==> src/rtl/mult_div_unit.sv <==
// Iterative multiply/divide unit holding the architectural HI/LO registers.
// Define MDU_FAST_MULT_EN to compute mult/multu in one cycle; div/divu always iterate.
module mult_div_unit #(
    parameter int WIDTH = 32,
    parameter int CNT_W = 6
) (
    input  logic             clk,
    input  logic             reset,
    input  logic             start,
    input  logic [1:0]       op,
    input  logic [WIDTH-1:0] A,
    input  logic [WIDTH-1:0] B,
    input  logic             mthi,
    input  logic             mtlo,
    input  logic [WIDTH-1:0] wdata,
    output logic             busy,
    output logic             done,
    output logic [WIDTH-1:0] hi,
    output logic [WIDTH-1:0] lo
);

    typedef enum logic [1:0] {
        IDLE = 2'd0,
        RUN  = 2'd1,
        FIX  = 2'd2
    } state_t;

    state_t             state_q;
    logic [WIDTH:0]     acc_q;
    logic [WIDTH-1:0]   q_q;
    logic [WIDTH-1:0]   opb_q;
    logic [WIDTH-1:0]   hi_q;
    logic [WIDTH-1:0]   lo_q;
    logic [CNT_W-1:0]   cnt_q;
    logic               is_div_q;
    logic               neg_q;
    logic               neg_rem_q;
    logic               div0_q;
    logic               busy_q;
    logic               done_q;

    logic               sign_a;
    logic               sign_b;
    logic [WIDTH-1:0]   mag_a;
    logic [WIDTH-1:0]   mag_b;

    logic [WIDTH:0]     mul_sum;
    logic [WIDTH:0]     div_shift;
    logic [WIDTH+1:0]   div_diff;
    logic               div_ge;
    logic [WIDTH:0]     acc_d;
    logic [WIDTH-1:0]   q_d;

    logic [2*WIDTH-1:0] prod;
    logic [2*WIDTH-1:0] prod_fix;
    logic [WIDTH-1:0]   rem;
    logic [WIDTH-1:0]   hi_d;
    logic [WIDTH-1:0]   lo_d;

    always_comb begin
        sign_a = ~op[0] & A[WIDTH-1];
        sign_b = ~op[0] & B[WIDTH-1];
        mag_a  = sign_a ? -A : A;
        mag_b  = sign_b ? -B : B;
    end

    // One iteration: multiply shifts the {acc,q} pair right after a conditional add,
    // divide shifts it left and does a restoring subtract against the divisor.
    always_comb begin
        mul_sum   = acc_q + (q_q[0] ? {1'b0, opb_q} : '0);
        div_shift = {acc_q[WIDTH-1:0], q_q[WIDTH-1]};
        div_diff  = {1'b0, div_shift} - {2'b00, opb_q};
        div_ge    = ~div_diff[WIDTH+1];
        if (is_div_q) begin
            acc_d = div_ge ? div_diff[WIDTH:0] : div_shift;
            q_d   = {q_q[WIDTH-2:0], div_ge};
        end else begin
            acc_d = {1'b0, mul_sum[WIDTH:1]};
            q_d   = {mul_sum[0], q_q[WIDTH-1:1]};
        end
    end

    always_comb begin
`ifdef MDU_FAST_MULT_EN
        prod = {{WIDTH{1'b0}}, opb_q} * {{WIDTH{1'b0}}, q_q};
`else
        prod = {acc_q[WIDTH-1:0], q_q};
`endif
        prod_fix = neg_q ? -prod : prod;
        rem      = acc_q[WIDTH-1:0];
        if (is_div_q) begin
            // Divide by zero leaves an all-ones quotient and |A| as remainder;
            // restoring the dividend sign on the remainder yields hi=A.
            lo_d = (neg_q && !div0_q) ? -q_q : q_q;
            hi_d = neg_rem_q ? -rem : rem;
        end else begin
            lo_d = prod_fix[WIDTH-1:0];
            hi_d = prod_fix[2*WIDTH-1:WIDTH];
        end
    end

    always_ff @(posedge clk) begin
        if (reset) begin
            state_q   <= IDLE;
            acc_q     <= '0;
            q_q       <= '0;
            opb_q     <= '0;
            hi_q      <= '0;
            lo_q      <= '0;
            cnt_q     <= '0;
            is_div_q  <= 1'b0;
            neg_q     <= 1'b0;
            neg_rem_q <= 1'b0;
            div0_q    <= 1'b0;
            busy_q    <= 1'b0;
            done_q    <= 1'b0;
        end else begin
            done_q <= 1'b0;
            case (state_q)
                IDLE: begin
                    if (start) begin
                        is_div_q  <= op[1];
                        neg_q     <= sign_a ^ sign_b;
                        neg_rem_q <= sign_a;
                        div0_q    <= op[1] & (B == '0);
                        acc_q     <= '0;
                        cnt_q     <= '0;
                        busy_q    <= 1'b1;
                        if (op[1]) begin
                            opb_q <= mag_b;
                            q_q   <= mag_a;
                        end else begin
                            opb_q <= mag_a;
                            q_q   <= mag_b;
                        end
`ifdef MDU_FAST_MULT_EN
                        state_q <= op[1] ? RUN : FIX;
`else
                        state_q <= RUN;
`endif
                    end else begin
                        if (mthi) hi_q <= wdata;
                        if (mtlo) lo_q <= wdata;
                    end
                end
                RUN: begin
                    acc_q <= acc_d;
                    q_q   <= q_d;
                    cnt_q <= cnt_q + 1'b1;
                    if (cnt_q == CNT_W'(WIDTH - 1)) state_q <= FIX;
                end
                FIX: begin
                    hi_q    <= hi_d;
                    lo_q    <= lo_d;
                    done_q  <= 1'b1;
                    busy_q  <= 1'b0;
                    state_q <= IDLE;
                end
                default: state_q <= IDLE;
            endcase
        end
    end

    assign busy = busy_q;
    assign done = done_q;
    assign hi   = hi_q;
    assign lo   = lo_q;

endmodule

==> config.mk <==
export PLATFORM = sky130hd
export DESIGN_NAME = mult_div_unit
export DESIGN_NICKNAME = d
export VERILOG_FILES = /design/src/rtl/mult_div_unit.sv
export SDC_FILE = /design/constraint.sdc
export NUM_CORES = 1
export LEC_CHECK = 0
export CAP_MARGIN = 20
export CORE_MARGIN = 1.5
export CORE_UTILIZATION = 50
export CTS_CLUSTER_SIZE = 8
export DETAILED_ROUTE_END_ITERATION = 10
export PLACE_DENSITY = 0.72
export SLEW_MARGIN = 0
export SYNTH_ARGS = -nofsm -noshare
export SYNTH_HDL_FRONTEND = slang
export SYNTH_SLANG_ARGS = --single-unit
==> constraint.sdc <==
create_clock -name clk -period 7.9 [get_ports clk]
set_input_delay 1.58 -clock clk [delete_from_list [all_inputs] [get_ports clk]]
set_output_delay 1.58 -clock clk [all_outputs]
set_load 0.05 [all_outputs]
==> results of run 1 <==
-- metrics by stage --
step | utilization [%] | area (sq um) | worst slack, ns | power, mW | instances
2_1_floorplan | - | 14700 | 3.777 | 1.660 | 1932
3_3_place_gp | 57.25 | 16520 | 3.103 | 1.949 | 2378
3_5_place_dp | 57.25 | 16520 | 3.002 | 1.958 | 2378
4_1_cts | 59.33 | 17120 | 3.481 | 2.828 | 2410
5_1_grt | 59.38 | 17140 | 3.157 | 2.960 | 2412
6_report | 59.38 | 17140 | 3.430 | 2.846 | 2412
-- area by class of cell --
type | instances | area [sq um] | share of cell area [%]
sequential | 175 | 3505 | 20.45
inverter | 62 | 232.7 | 1.358
tap | 384 | 480.5 | 2.804
timing repair buffer | 188 | 1824 | 10.65
clock inverter | 15 | 176.4 | 1.029
multi-input combinational | 1571 | 10490 | 61.23
clock buffer | 17 | 425.4 | 2.482
-- flip-flops by register name, summed over array words and instances (netlist names), 2 cells and up --
| register | cells |
|---|---|
| acc_q | 33 |
| hi | 32 |
| lo | 32 |
| opb_q | 32 |
| q_q | 32 |
| cnt_q | 6 |
| state_q | 2 |
-- power groups by stage --
stage	registers, mW	clock network [mW]	logic [mW]
after global placement	1.03	0	0.921
after floorplan	1.05	0	0.612
final	1.01	0.881	0.950
after CTS	1.01	0.885	0.934
after global routing	1.02	0.918	1.02
after detailed placement	1.03	0	0.928
-- synthesized netlist by cell type, types with 9 or more instances --
library cell	n	area share, %
sky130_fd_sc_hd__o21a_1	17	0.87
sky130_fd_sc_hd__a211oi_1	121	6.2
sky130_fd_sc_hd__a31oi_1	16	0.68
sky130_fd_sc_hd__and2_1	12	0.51
sky130_fd_sc_hd__xnor2_1	96	5.7
sky130_fd_sc_hd__a221oi_1	10	0.60
sky130_fd_sc_hd__inv_1	62	1.6
sky130_fd_sc_hd__a21o_1	30	1.5
sky130_fd_sc_hd__o21ai_0	84	2.9
sky130_fd_sc_hd__o211ai_1	33	1.7
sky130_fd_sc_hd__nand2_1	143	3.7
sky130_fd_sc_hd__o221ai_1	12	0.71
sky130_fd_sc_hd__dfxtp_1	175	24
sky130_fd_sc_hd__clkbuf_1	97	2.5
sky130_fd_sc_hd__buf_1	18	0.46
sky130_fd_sc_hd__xor2_1	65	3.9
sky130_fd_sc_hd__or4_1	14	0.71
sky130_fd_sc_hd__nor4_1	11	0.47
sky130_fd_sc_hd__o41ai_1	9	0.54
sky130_fd_sc_hd__nor2_1	233	5.9
sky130_fd_sc_hd__a22oi_1	12	0.61
sky130_fd_sc_hd__mux2i_1	117	8.0
sky130_fd_sc_hd__nor2b_1	16	0.68
sky130_fd_sc_hd__nand2b_1	26	1.1
sky130_fd_sc_hd__ha_1	69	5.9
sky130_fd_sc_hd__nor3_1	48	1.6
sky130_fd_sc_hd__nand3_1	27	0.92
sky130_fd_sc_hd__a21oi_1	161	5.5
sky130_fd_sc_hd__o31ai_1	31	1.6
sky130_fd_sc_hd__or3_1	28	1.2
-- cell families after synthesis --
kind of cell | synth area share (%)
flip-flops | 23.83
adder cells (fa/ha/maj) | 6.145
AO/OA/AOI/OAI | 28.03
AND/OR/NAND/NOR | 19.22
multiplexers | 8.196
XOR/XNOR | 9.592
buffers and inverters | 4.988
-- final timing paths --
check / slack (ns) / cells past startpoint / endpoint / startpoint
setup reg to reg: 3.61 / 10 / acc_q[19]$_SDFFE_PP0P_ / acc_q[19]$_SDFFE_PP0P_
hold / removal: 0.46 / 2 / opb_q[10]$_SDFFE_PP0P_ / opb_q[10]$_SDFFE_PP0P_
hold reg to reg: 0.46 / 2 / opb_q[10]$_SDFFE_PP0P_ / opb_q[10]$_SDFFE_PP0P_
setup / recovery: 3.43 / 9 / opb_q[26]$_SDFFE_PP0P_ / B[2]
-- per-layer routing --
metal / part of all wire (%) / global-route usage [%] / vias up
li1: - / - / 7273
met1: 44 / 46.18 / 7086
met5: 0 / 0 / -
met2: 43 / 51.43 / 736
met3: 8.3 / 3.981 / 99
met4: 4.7 / 16.02 / 0
-- critical path, delay by kind of cell --
| family | cells | cell delay, ns |
|---|---|---|
| AO/OA/AOI/OAI | 2 | 0.56 |
| XOR/XNOR | 1 | 0.21 |
| buffers and inverters | 1 | 0.48 |
| AND/OR/NAND/NOR | 5 | 1.97 |
==> reports/results.txt, run 1 <==
result of the run: complete, no violations
Clk pwr share: 31.0%
DRC violations left: 0
number of detailed-routing iterations run before antenna repair: 6
area of the die: 30440 sq um
unrepaired setup endpoints after global routing: false
H-tree depth: 4
Cell variety after synth: 74
area overhead of the layout relative to synthesis: 16.57%
number of max-cap violations: 0
routed via count: 15190
die width: 174.5 um
post-synthesis instance area: 14700 sq um
number of vias per cell: 6.299
# fillers: 2696
placeable core region: 28860 sq um
headroom to the max-slew limit: 23.00%
cell at the slowest stage of the critical path: sky130_fd_sc_hd__or4b_1
relative contribution of sequential cells to total power: 35.6%
clock edge transition at the registers on the reported setup and hold paths: 0.08 ns
Boundary Pins: 169
Fin. Hold Viols: 0
wire length of the first global-routing pass: 79.90 mm
via count of the first global-routing pass: 14050
flip-flop and latch count after synthesis: 175
average routed wire per standard cell: 21.54 um
Synth Instances: 1932
number of failing setup endpoints in the final timing report: 0
Peak Freq: 223.7 MHz
Final period util: 56.58%
setup bufs post-CTS: 0
DR iter-0 viols: 1600
remaining antenna violation count after routing: 0
worst stage delay on the critical path: 0.59 ns
antenna violations before repair: 0
Switch Pwr: 1.105 mW
count of standard-cell rows: 62
maximum number of pins on one net before global-route repair: 114
number of buffers inserted during clock tree synthesis: 17
detailed-route wire length: 51.95 mm
maximum clock insertion buffer count: 2
commonest cells after routing, fill and taps aside: sky130_fd_sc_hd__nor2_1 (231), sky130_fd_sc_hd__dfxtp_1 (174), sky130_fd_sc_hd__clkdlybuf4s50_1 (166), sky130_fd_sc_hd__a21oi_1 (161), sky130_fd_sc_hd__nand2_1 (142)
effective utilization at floorplan: 50.94%
global placement routability congestion: 0.9586
worst setup path category: input pin to register
post-synthesis net count: 2106
arrival time at the worst endpoint: 4.80 ns
number of synthesized flops with an enable pin: 0
share of synthesized flip-flops with an asynchronous set or reset: 0%
register area share after synthesis: 23.83%
GRT Residual Overflow: 0
fraction of final layout cells with drive strength greater than 1: 4.043%
Pint: 1.741 mW
Least-Margin Pin Slew: 1.154 ns
switching share of power: 38.83%
total inserted antenna cells: 0
sum of negative setup slack: 0 ns
clock sink count: 175
CP Max Fanout: 6
type of the most critical hold path: register to register
data required time of the critical path: 8.23 ns
Port Buffers: 168
clock tree from TritonCTS: yes
global-route usage over all layers: 33.38%
total power density per cell area: 166.1 nW/um^2
primary flip-flop cell chosen by synthesis mapping: sky130_fd_sc_hd__dfxtp_1
worst clock skew on the final layout: 0.01965 ns
sort of element at the end of the critical path: register
startpoint type of the worst setup path: input pin
YS warnings: 0
clock root buffer: sky130_fd_sc_hd__clkbuf_16
Post-layout nets: 2189
Cell Chain, Critical Path: clkdlybuf4s50_1, or3_1, nor3b_1, and3b_1, or4b_1, o31ai_1, xor2_1, nand2_1, a32o_1
floorplan die height: 174.5 um
worst hold-check slack: 0.4552 ns
leading cell type in the layout, fill and taps excluded: sky130_fd_sc_hd__nor2_1
shortest period the worst path allows: 4.470 ns
number of max-slew violations in the final report: 0
leakage power figure: 6.609 nW
worst-case vdd ir drop: 0.1499 mV
dpl hpwl: 39.65 mm
Worst-Skew Late Latency: 0.45 ns
logic gate share of total power: 33.4%
number of buffers inserted by hold repair at cts: 0
post_cts resized: 0
mean cell area of the mapped netlist: 7.609 sq um
No activity file was read; power rests on OpenSTA's default activity.
==> run 2, diff against run 1 <==
Clock period 7.9 ns to 4.4 ns, I/O delays scaled along.
==> reports/results.txt, run 2 (synthesized netlist as in run 1, its figures left out) <==
result of the run: complete, no violations
Port Buffers: 168
startpoint type of the worst setup path: register
H-tree depth: 4
Pint: 3.168 mW
arrival time at the worst endpoint: 4.24 ns
global-route usage over all layers: 33.30%
worst reg2reg startpoint: q_q[0]$_SDFFE_PP0P_
CP Max Fanout: 7
leading cell type in the layout, fill and taps excluded: sky130_fd_sc_hd__nor2_1
effective utilization at floorplan: 50.94%
number of max-slew violations in the final report: 0
Clk pwr share: 31.6%
Critical R2R Capture: acc_q[29]$_SDFFE_PP0P_
Switch Pwr: 2.014 mW
global placement routability congestion: 0.9882
shortest period the worst path allows: 3.887 ns
wire length of the first global-routing pass: 79.81 mm
number of failing setup endpoints in the final timing report: 0
maximum clock insertion buffer count: 2
most flop-heavy register: acc_q
number of detailed-routing iterations run before antenna repair: 6
number of cells on the worst hold path: 2
data required time of the critical path: 4.75 ns
post_cts resized: 0
clock root buffer: sky130_fd_sc_hd__clkbuf_16
number of buffers inserted by hold repair at cts: 0
Post-layout nets: 2219
Worst Reg-to-Reg Cells: 13
worst-case vdd ir drop: 0.2574 mV
type of the most critical hold path: register to register
detailed-route wire length: 52.26 mm
clock sink count: 175
unrepaired setup endpoints after global routing: false
DR iter-0 viols: 1619
via count of the first global-routing pass: 14120
fraction of final layout cells with drive strength greater than 1: 5.394%
number of vias per cell: 6.348
total power density per cell area: 297.2 nW/um^2
switching share of power: 38.87%
headroom to the max-slew limit: 33.53%
dpl hpwl: 40.05 mm
number of max-cap violations: 0
antenna violations before repair: 0
area overhead of the layout relative to synthesis: 18.61%
leakage power figure: 6.795 nW
worst hold-check slack: 0.4579 ns
worst clock skew on the final layout: 0.01714 ns
sum of negative setup slack: 0 ns
routed via count: 15510
count of standard-cell rows: 62
sort of element at the end of the critical path: register
Boundary Pins: 169
floorplan die height: 174.5 um
setup bufs post-CTS: 0
flip-flop count of the largest register after layout: 33
worst setup path category: register to register
Final period util: 88.35%
logic gate share of total power: 33.5%
Peak Freq: 257.3 MHz
placeable core region: 28860 sq um
Worst-Skew Late Latency: 0.45 ns
remaining antenna violation count after routing: 0
GRT Residual Overflow: 0
Min-Delay Startpoint: opb_q[24]$_SDFFE_PP0P_
maximum number of pins on one net before global-route repair: 114
commonest cells after routing, fill and taps aside: sky130_fd_sc_hd__nor2_1 (232), sky130_fd_sc_hd__dfxtp_1 (174), sky130_fd_sc_hd__clkdlybuf4s50_1 (166), sky130_fd_sc_hd__a21oi_1 (161), sky130_fd_sc_hd__nand2_1 (142)
die width: 174.5 um
clock edge transition at the registers on the reported setup and hold paths: 0.08 ns
clock tree from TritonCTS: yes
Least-Margin Pin Slew: 0.9970 ns
Fin. Hold Viols: 0
number of buffers inserted during clock tree synthesis: 17
area of the die: 30440 sq um
hold endpoint: opb_q[24]$_SDFFE_PP0P_
DRC violations left: 0
average routed wire per standard cell: 21.39 um
FF-to-FF setup slack: 0.51 ns
relative contribution of sequential cells to total power: 35.0%
==> run 2: changes by cell type in the layout (fill, tap and decap cells not counted), moves of 2 or more <==
cell	change
sky130_fd_sc_hd__clkinv_8	+3
sky130_fd_sc_hd__inv_8	-4
sky130_fd_sc_hd__buf_4	+27
sky130_fd_sc_hd__clkinvlp_4	-2
sky130_fd_sc_hd__buf_12	+2
sky130_fd_sc_hd__inv_12	+2
==> run 2: metrics by stage <==
| stage | setup WS, ns | util, % | total power [mW] | cell area (sq um) | std cells |
|---|---|---|---|---|---|
| floorplan | 0.9769 | - | 2.980 | 14700 | 1932 |
| global placement | 0.3010 | 58.13 | 3.514 | 16770 | 2409 |
| detailed placement | 0.3020 | 58.13 | 3.538 | 16770 | 2409 |
| CTS | 0.5819 | 60.32 | 5.147 | 17410 | 2441 |
| global route | 0.2539 | 60.41 | 5.376 | 17430 | 2442 |
| finish | 0.5128 | 60.42 | 5.182 | 17440 | 2443 |
==> run 2: final cells by class <==
cell class	count	area, sq um
clock buffer	17	425.4
inverter	62	232.7
sequential	175	3505
clock inverter	15	206.4
tap	384	480.5
fill	2651	11420
antenna	1	2.502
multi-input combinational	1571	10490
timing repair buffer	218	2095
==> run 2: how the worst max path moves through the flow <==
stage / from / slack (ns) / to / cells past startpoint
final: q_q[0]$_SDFFE_PP0P_ / 0.51 / acc_q[29]$_SDFFE_PP0P_ / 13
after global routing: q_q[0]$_SDFFE_PP0P_ / 0.25 / acc_q[30]$_SDFFE_PP0P_ / 15
after CTS: q_q[0]$_SDFFE_PP0P_ / 0.58 / acc_q[30]$_SDFFE_PP0P_ / 15
after detailed placement: B[9] / 0.30 / opb_q[26]$_SDFFE_PP0P_ / 9
after global placement: B[8] / 0.30 / opb_q[26]$_SDFFE_PP0P_ / 9
after floorplan: B[8] / 0.98 / opb_q[26]$_SDFFE_PP0P_ / 9
==> run 2: per-layer routing <==
metal  GRT usage (%)  wire [um]
met1           46.08      23110
met2           50.83      22610
met3           3.871       3885
met4           17.17       2656
met5               0          0
==> run 2: power groups by stage <==
stage | sequential [mW] | clock, mW | combinational (mW)
after floorplan | 1.88 | 0 | 1.10
after global placement | 1.84 | 0 | 1.68
after detailed placement | 1.84 | 0 | 1.70
after CTS | 1.80 | 1.63 | 1.71
after global routing | 1.82 | 1.69 | 1.87
final | 1.81 | 1.64 | 1.74
==> run 2: worst max-delay path, stage by stage (launching register included) <==
cell and delay (ns):
sky130_fd_sc_hd__dfxtp_1 0.54, sky130_fd_sc_hd__and2_1 0.19, sky130_fd_sc_hd__ha_1 0.18, sky130_fd_sc_hd__inv_1 0.06
sky130_fd_sc_hd__fa_1 0.38, sky130_fd_sc_hd__nand2b_1 0.20, sky130_fd_sc_hd__a21oi_1 0.49, sky130_fd_sc_hd__o21ba_2 0.28
sky130_fd_sc_hd__o21a_1 0.26, sky130_fd_sc_hd__a41o_1 0.37, sky130_fd_sc_hd__a221oi_1 0.15, sky130_fd_sc_hd__xnor2_1 0.30
sky130_fd_sc_hd__a221oi_1 0.13, sky130_fd_sc_hd__a211oi_1 0.25
==> run 3, diff against run 2 <==
Settings changed: MAX_ROUTING_LAYER set to met4.
==> reports/results.txt, run 3 (synthesized netlist as in run 1, its figures left out) <==
shortest period the worst path allows: 3.859 ns
effective utilization at floorplan: 50.94%
Worst Setup Slack post-DPL: 0.2774 ns
commonest cells after routing, fill and taps aside: sky130_fd_sc_hd__nor2_1 (232), sky130_fd_sc_hd__dfxtp_1 (174), sky130_fd_sc_hd__clkdlybuf4s50_1 (166), sky130_fd_sc_hd__a21oi_1 (161), sky130_fd_sc_hd__nand2_1 (142)
routed via count: 15370
smallest setup slack after layout: 0.5406 ns
total inserted antenna cells: 0
sort of element at the end of the critical path: register
maximum number of pins on one net before global-route repair: 71
startpoint type of the worst setup path: register
# fillers: 2691
Worst Reg-to-Reg Cells: 15
GRT Residual Overflow: 0
area of combinational cells with multiple inputs: 10490 sq um
Total Power: 5.153 mW
type of the most critical hold path: register to register
number of buffers inserted by hold repair at cts: 0
area taken by flip-flops and latches: 3505 sq um
number of cells on the worst hold path: 2
count of standard-cell rows: 62
FF-to-FF setup slack: 0.54 ns
maximum clock insertion buffer count: 2
arrival time at the worst endpoint: 4.23 ns
Boundary Pins: 169
unrepaired setup endpoints after global routing: false
global-route usage over all layers: 35.94%
post_cts resized: 0
Least-Margin Pin Slew: 0.9107 ns
number of vias per cell: 6.271
detailed route wirelength on metal2: 23.22 mm
worst-case vdd ir drop: 0.2596 mV
global placement routability congestion: 0.9864
die width: 174.5 um
sum of negative setup slack: 0 ns
clock edge transition at the registers on the reported setup and hold paths: 0.08 ns
wire length of the first global-routing pass: 82.35 mm
floorplan die height: 174.5 um
Worst-Skew Late Latency: 0.46 ns
DRC violations left: 0
final core utilization: 60.41%
H-tree depth: 4
worst setup path category: register to register
number of max-slew violations in the final report: 0
area of the die: 30440 sq um
met3 routed wirelength: 4.335 mm
remaining antenna violation count after routing: 0
CP Max Fanout: 19
uppermost layer routed: met4
number of detailed-routing iterations run before antenna repair: 5
most flop-heavy register: acc_q
placeable core region: 28860 sq um
area overhead of the layout relative to synthesis: 18.58%
non-filler instance count after layout: 2451
average routed wire per standard cell: 21.99 um
data required time of the critical path: 4.77 ns
fraction of final layout cells with drive strength greater than 1: 5.806%
Fin. Hold Viols: 0
setup bufs post-CTS: 0
Post-layout nets: 2228
number of failing setup endpoints in the final timing report: 0
cell total after placement: 2419
leakage power figure: 6.812 nW
leading cell type in the layout, fill and taps excluded: sky130_fd_sc_hd__nor2_1
clock tree from TritonCTS: yes
total power density per cell area: 295.6 nW/um^2
clock root buffer: sky130_fd_sc_hd__clkbuf_16
flip-flop count of the largest register after layout: 33
antenna violations before repair: 0
clock sink count: 175
number of buffers inserted during clock tree synthesis: 17
post-route met1 wirelength: 23.34 mm
via count of the first global-routing pass: 14380
DR iter-0 viols: 1264
detailed-route wire length: 53.91 mm
Port Buffers: 168
Peak Freq: 259.1 MHz
result of the run: complete, no violations
worst clock skew on the final layout: 0.01704 ns
Final period util: 87.71%
headroom to the max-slew limit: 38.92%
number of max-cap violations: 0
dpl hpwl: 41.97 mm
run 3: cell types whose count changed in the layout (fill, tap and decap cells not counted):
cell | previous run | this run
sky130_fd_sc_hd__buf_12 | 2 | 0
sky130_fd_sc_hd__clkinvlp_4 | 0 | 2
sky130_fd_sc_hd__clkinv_8 | 6 | 4
sky130_fd_sc_hd__buf_16 | 1 | 0
sky130_fd_sc_hd__clkinv_4 | 2 | 0
sky130_fd_sc_hd__inv_6 | 3 | 4
sky130_fd_sc_hd__inv_12 | 4 | 2
sky130_fd_sc_hd__inv_8 | 0 | 3
sky130_fd_sc_hd__buf_4 | 48 | 60
sky130_fd_sc_hd__diode_2 | 1 | 0
run 3: critical path, cell delays in order (launching register included):
cell and delay [ns]:
sky130_fd_sc_hd__dfxtp_1 0.51, sky130_fd_sc_hd__inv_1 0.12, sky130_fd_sc_hd__buf_4 0.23, sky130_fd_sc_hd__nor2_1 0.12, sky130_fd_sc_hd__ha_1 0.31, sky130_fd_sc_hd__a21oi_1 0.27
sky130_fd_sc_hd__nand2_1 0.08, sky130_fd_sc_hd__a211oi_1 0.39, sky130_fd_sc_hd__o21ai_0 0.28, sky130_fd_sc_hd__o211ai_1 0.32, sky130_fd_sc_hd__a311oi_1 0.14, sky130_fd_sc_hd__buf_4 0.18
sky130_fd_sc_hd__a2111oi_0 0.38, sky130_fd_sc_hd__a211oi_1 0.10, sky130_fd_sc_hd__buf_4 0.17, sky130_fd_sc_hd__a211oi_1 0.15
run 3: final timing paths:
kind                                        startpoint                     end
worst min-delay path            opb_q[22]$_SDFFE_PP0P_  opb_q[22]$_SDFFE_PP0P_
worst max register to register     q_q[0]$_SDFFE_PP0P_  acc_q[30]$_SDFFE_PP0P_
worst max-delay path               q_q[0]$_SDFFE_PP0P_  acc_q[30]$_SDFFE_PP0P_
worst min register to register  opb_q[22]$_SDFFE_PP0P_  opb_q[22]$_SDFFE_PP0P_
run 3: final cells by class:
type / instances / area share, %
clock buffer: 17 / 2.440
clock inverter: 15 / 1.041
inverter: 62 / 1.335
multi-input combinational: 1571 / 60.18
sequential: 175 / 20.10
tap: 384 / 2.756
timing repair buffer: 227 / 12.14
run 3: per-layer routing:
metal | GRT usage, % | up-vias
li1 | - | 7358
met1 | 46.56 | 7216
met2 | 53.45 | 683
met3 | 5.402 | 112
met4 | 19.94 | 0
met5 | - | -
run 3: through the flow:
stage	cell area, sq um	hold slack (ns)
2_1_floorplan	14700	0.4319
3_3_place_gp	16820	0.4424
3_5_place_dp	16820	0.4445
4_1_cts	17430	0.4542
5_1_grt	17430	0.4860
6_report	17430	0.4558
run 3: report_power, final:
part	switching (mW)	internal, mW	total (mW)	leakage, nW
Combinational	1.06	0.697	1.76	5.09
Clock	0.808	0.776	1.58	0.288
Sequential	0.127	1.68	1.81	1.43
Total	2.00	3.15	5.15	6.81
==> patch (flow settings as in run 2) <==
`WIDTH`: 32 -> 24.
--- a/src/rtl/mult_div_unit.sv
+++ b/src/rtl/mult_div_unit.sv
@@ -2,5 +2,5 @@
 // Define MDU_FAST_MULT_EN to compute mult/multu in one cycle; div/divu always iterate.
 module mult_div_unit #(
-    parameter int WIDTH = 32,
+    parameter int WIDTH = 24,
     parameter int CNT_W = 6
 ) (
Ports: changed (5 resized); port bits go from 169 to 129. The function was not compared with the original's and may differ.
==> patch against run 2 <==
Routed wire length shrank 33%. Total power shrank 23%. Clock skew shrank 0.0056 ns. Worst hold slack lost 0.0066 ns. Non-clock buffer count shrank 68. Sequential power shrank 23%. Synthesized area shrank 24%. Worst setup slack gained 0.39 ns. Cell area shrank 25%. Sequential cell count shrank 40. Critical endpoint is now acc_q[1].
==> patch: results <==
metrics = {
    "power": {
        "power.switching_mw": 1.373,
        "leakage_nw": 5.222,
        "comb_power_share": 0.279,
    },
    "global_routing": {
        "grt_pass1_wl_um": 54800,
        "grt_max_degree": 86,
    },
    "final_layout": {
        "fin_nets": 1634,
        "regArea_um2": 2704,
        "nFillCells": 1973,
        "multi_input_area_um2": 7866,
        "clock_buffers": 18,
        "drive_above_1_share": 0.06147,
        "inverters_excl_clock": 49,
        "layout.cells.non_filler": 1793,
    },
    "detailed_routing": {
        "wl_met1_um": 15520,
        "dr.pass1.iters": 5,
        "vias": 11061,
        "dr_wl_met2_um": 15820,
        "drtIter0Drc": 914,
    },
    "run_status": {
        "outcome": "finished, final reports clean",
    },
    "timing": {
        "worstMarginPinSlew_ns": 0.9690,
    },
    "synthesis": {
        "synthDistinctLibCells": 73,
        "synth_area_leaders": "dfxtp_1 24%, mux2i_1 8.3%, xnor2_1 6.7%, a211oi_1 6.7%, ha_1 6.0%",
        "synthesis.instances": 1425,
    },
    "critical_path": {
        "crit_arrival_ns": 3.84,
    },
    "cts": {
        "clkTransAtPathRegs_ns": 0.06,
    },
}
-- patch: changes by cell type in the layout (fill, tap and decap cells not counted), moves of 16 or more --
cell	run 2	this run
o21ai_0	84	66
nor3_1	48	25
mux2i_1	117	92
xor2_1	65	38
nand2_1	142	99
ha_1	69	53
buf_4	48	23
a21oi_1	161	115
o31ai_1	31	10
nor2_1	232	148
clkdlybuf4s50_1	166	126
a211oi_1	121	99
dfxtp_1	174	134
-- patch: through the flow --
stage	util	setup WS, ns	total power [mW]
floorplan	-	1.426	2.157
global placement	0.5748	0.7682	2.491
detailed placement	0.5748	0.7452	2.507
CTS	0.6023	0.9724	3.974
global route	0.6023	0.7696	4.126
finish	0.6023	0.9064	3.980
-- patch: critical path, stage by stage, from the launching register on --
cell,delay (ns)
dfxtp_1,0.57
ha_1,0.36
o21a_1,0.19
o31a_1,0.15
o41a_1,0.40
o211ai_1,0.37
a21oi_1,0.23
nor2_4,0.21
buf_4,0.38
mux2_2,0.39
o21ai_0,0.13
-- patch: cells by family (layout without fill, tap and decap cells) --
| logic type | Yosys count | after routing | share of synthesized area |
|---|---|---|---|
| mux | 95 | 95 | 0.08591 |
| flops | 135 | 135 | 0.2432 |
| buf+inv | 143 | 231 | 0.04999 |
| fa+ha+maj | 55 | 55 | 0.06328 |
| xor+xnor | 123 | 123 | 0.09695 |
| compound gates | 456 | 456 | 0.2754 |
| simple gates | 418 | 418 | 0.1852 |
-- patch: final timing paths --
path / depth (start not counted) / startpoint / to / slack, ns
setup / recovery: 10 / acc_q[1] / acc_q[1] / 0.91
hold / removal: 2 / opb_q[7] / opb_q[7] / 0.45
setup reg to reg: 10 / acc_q[1] / acc_q[1] / 0.91
hold reg to reg: 2 / opb_q[7] / opb_q[7] / 0.45
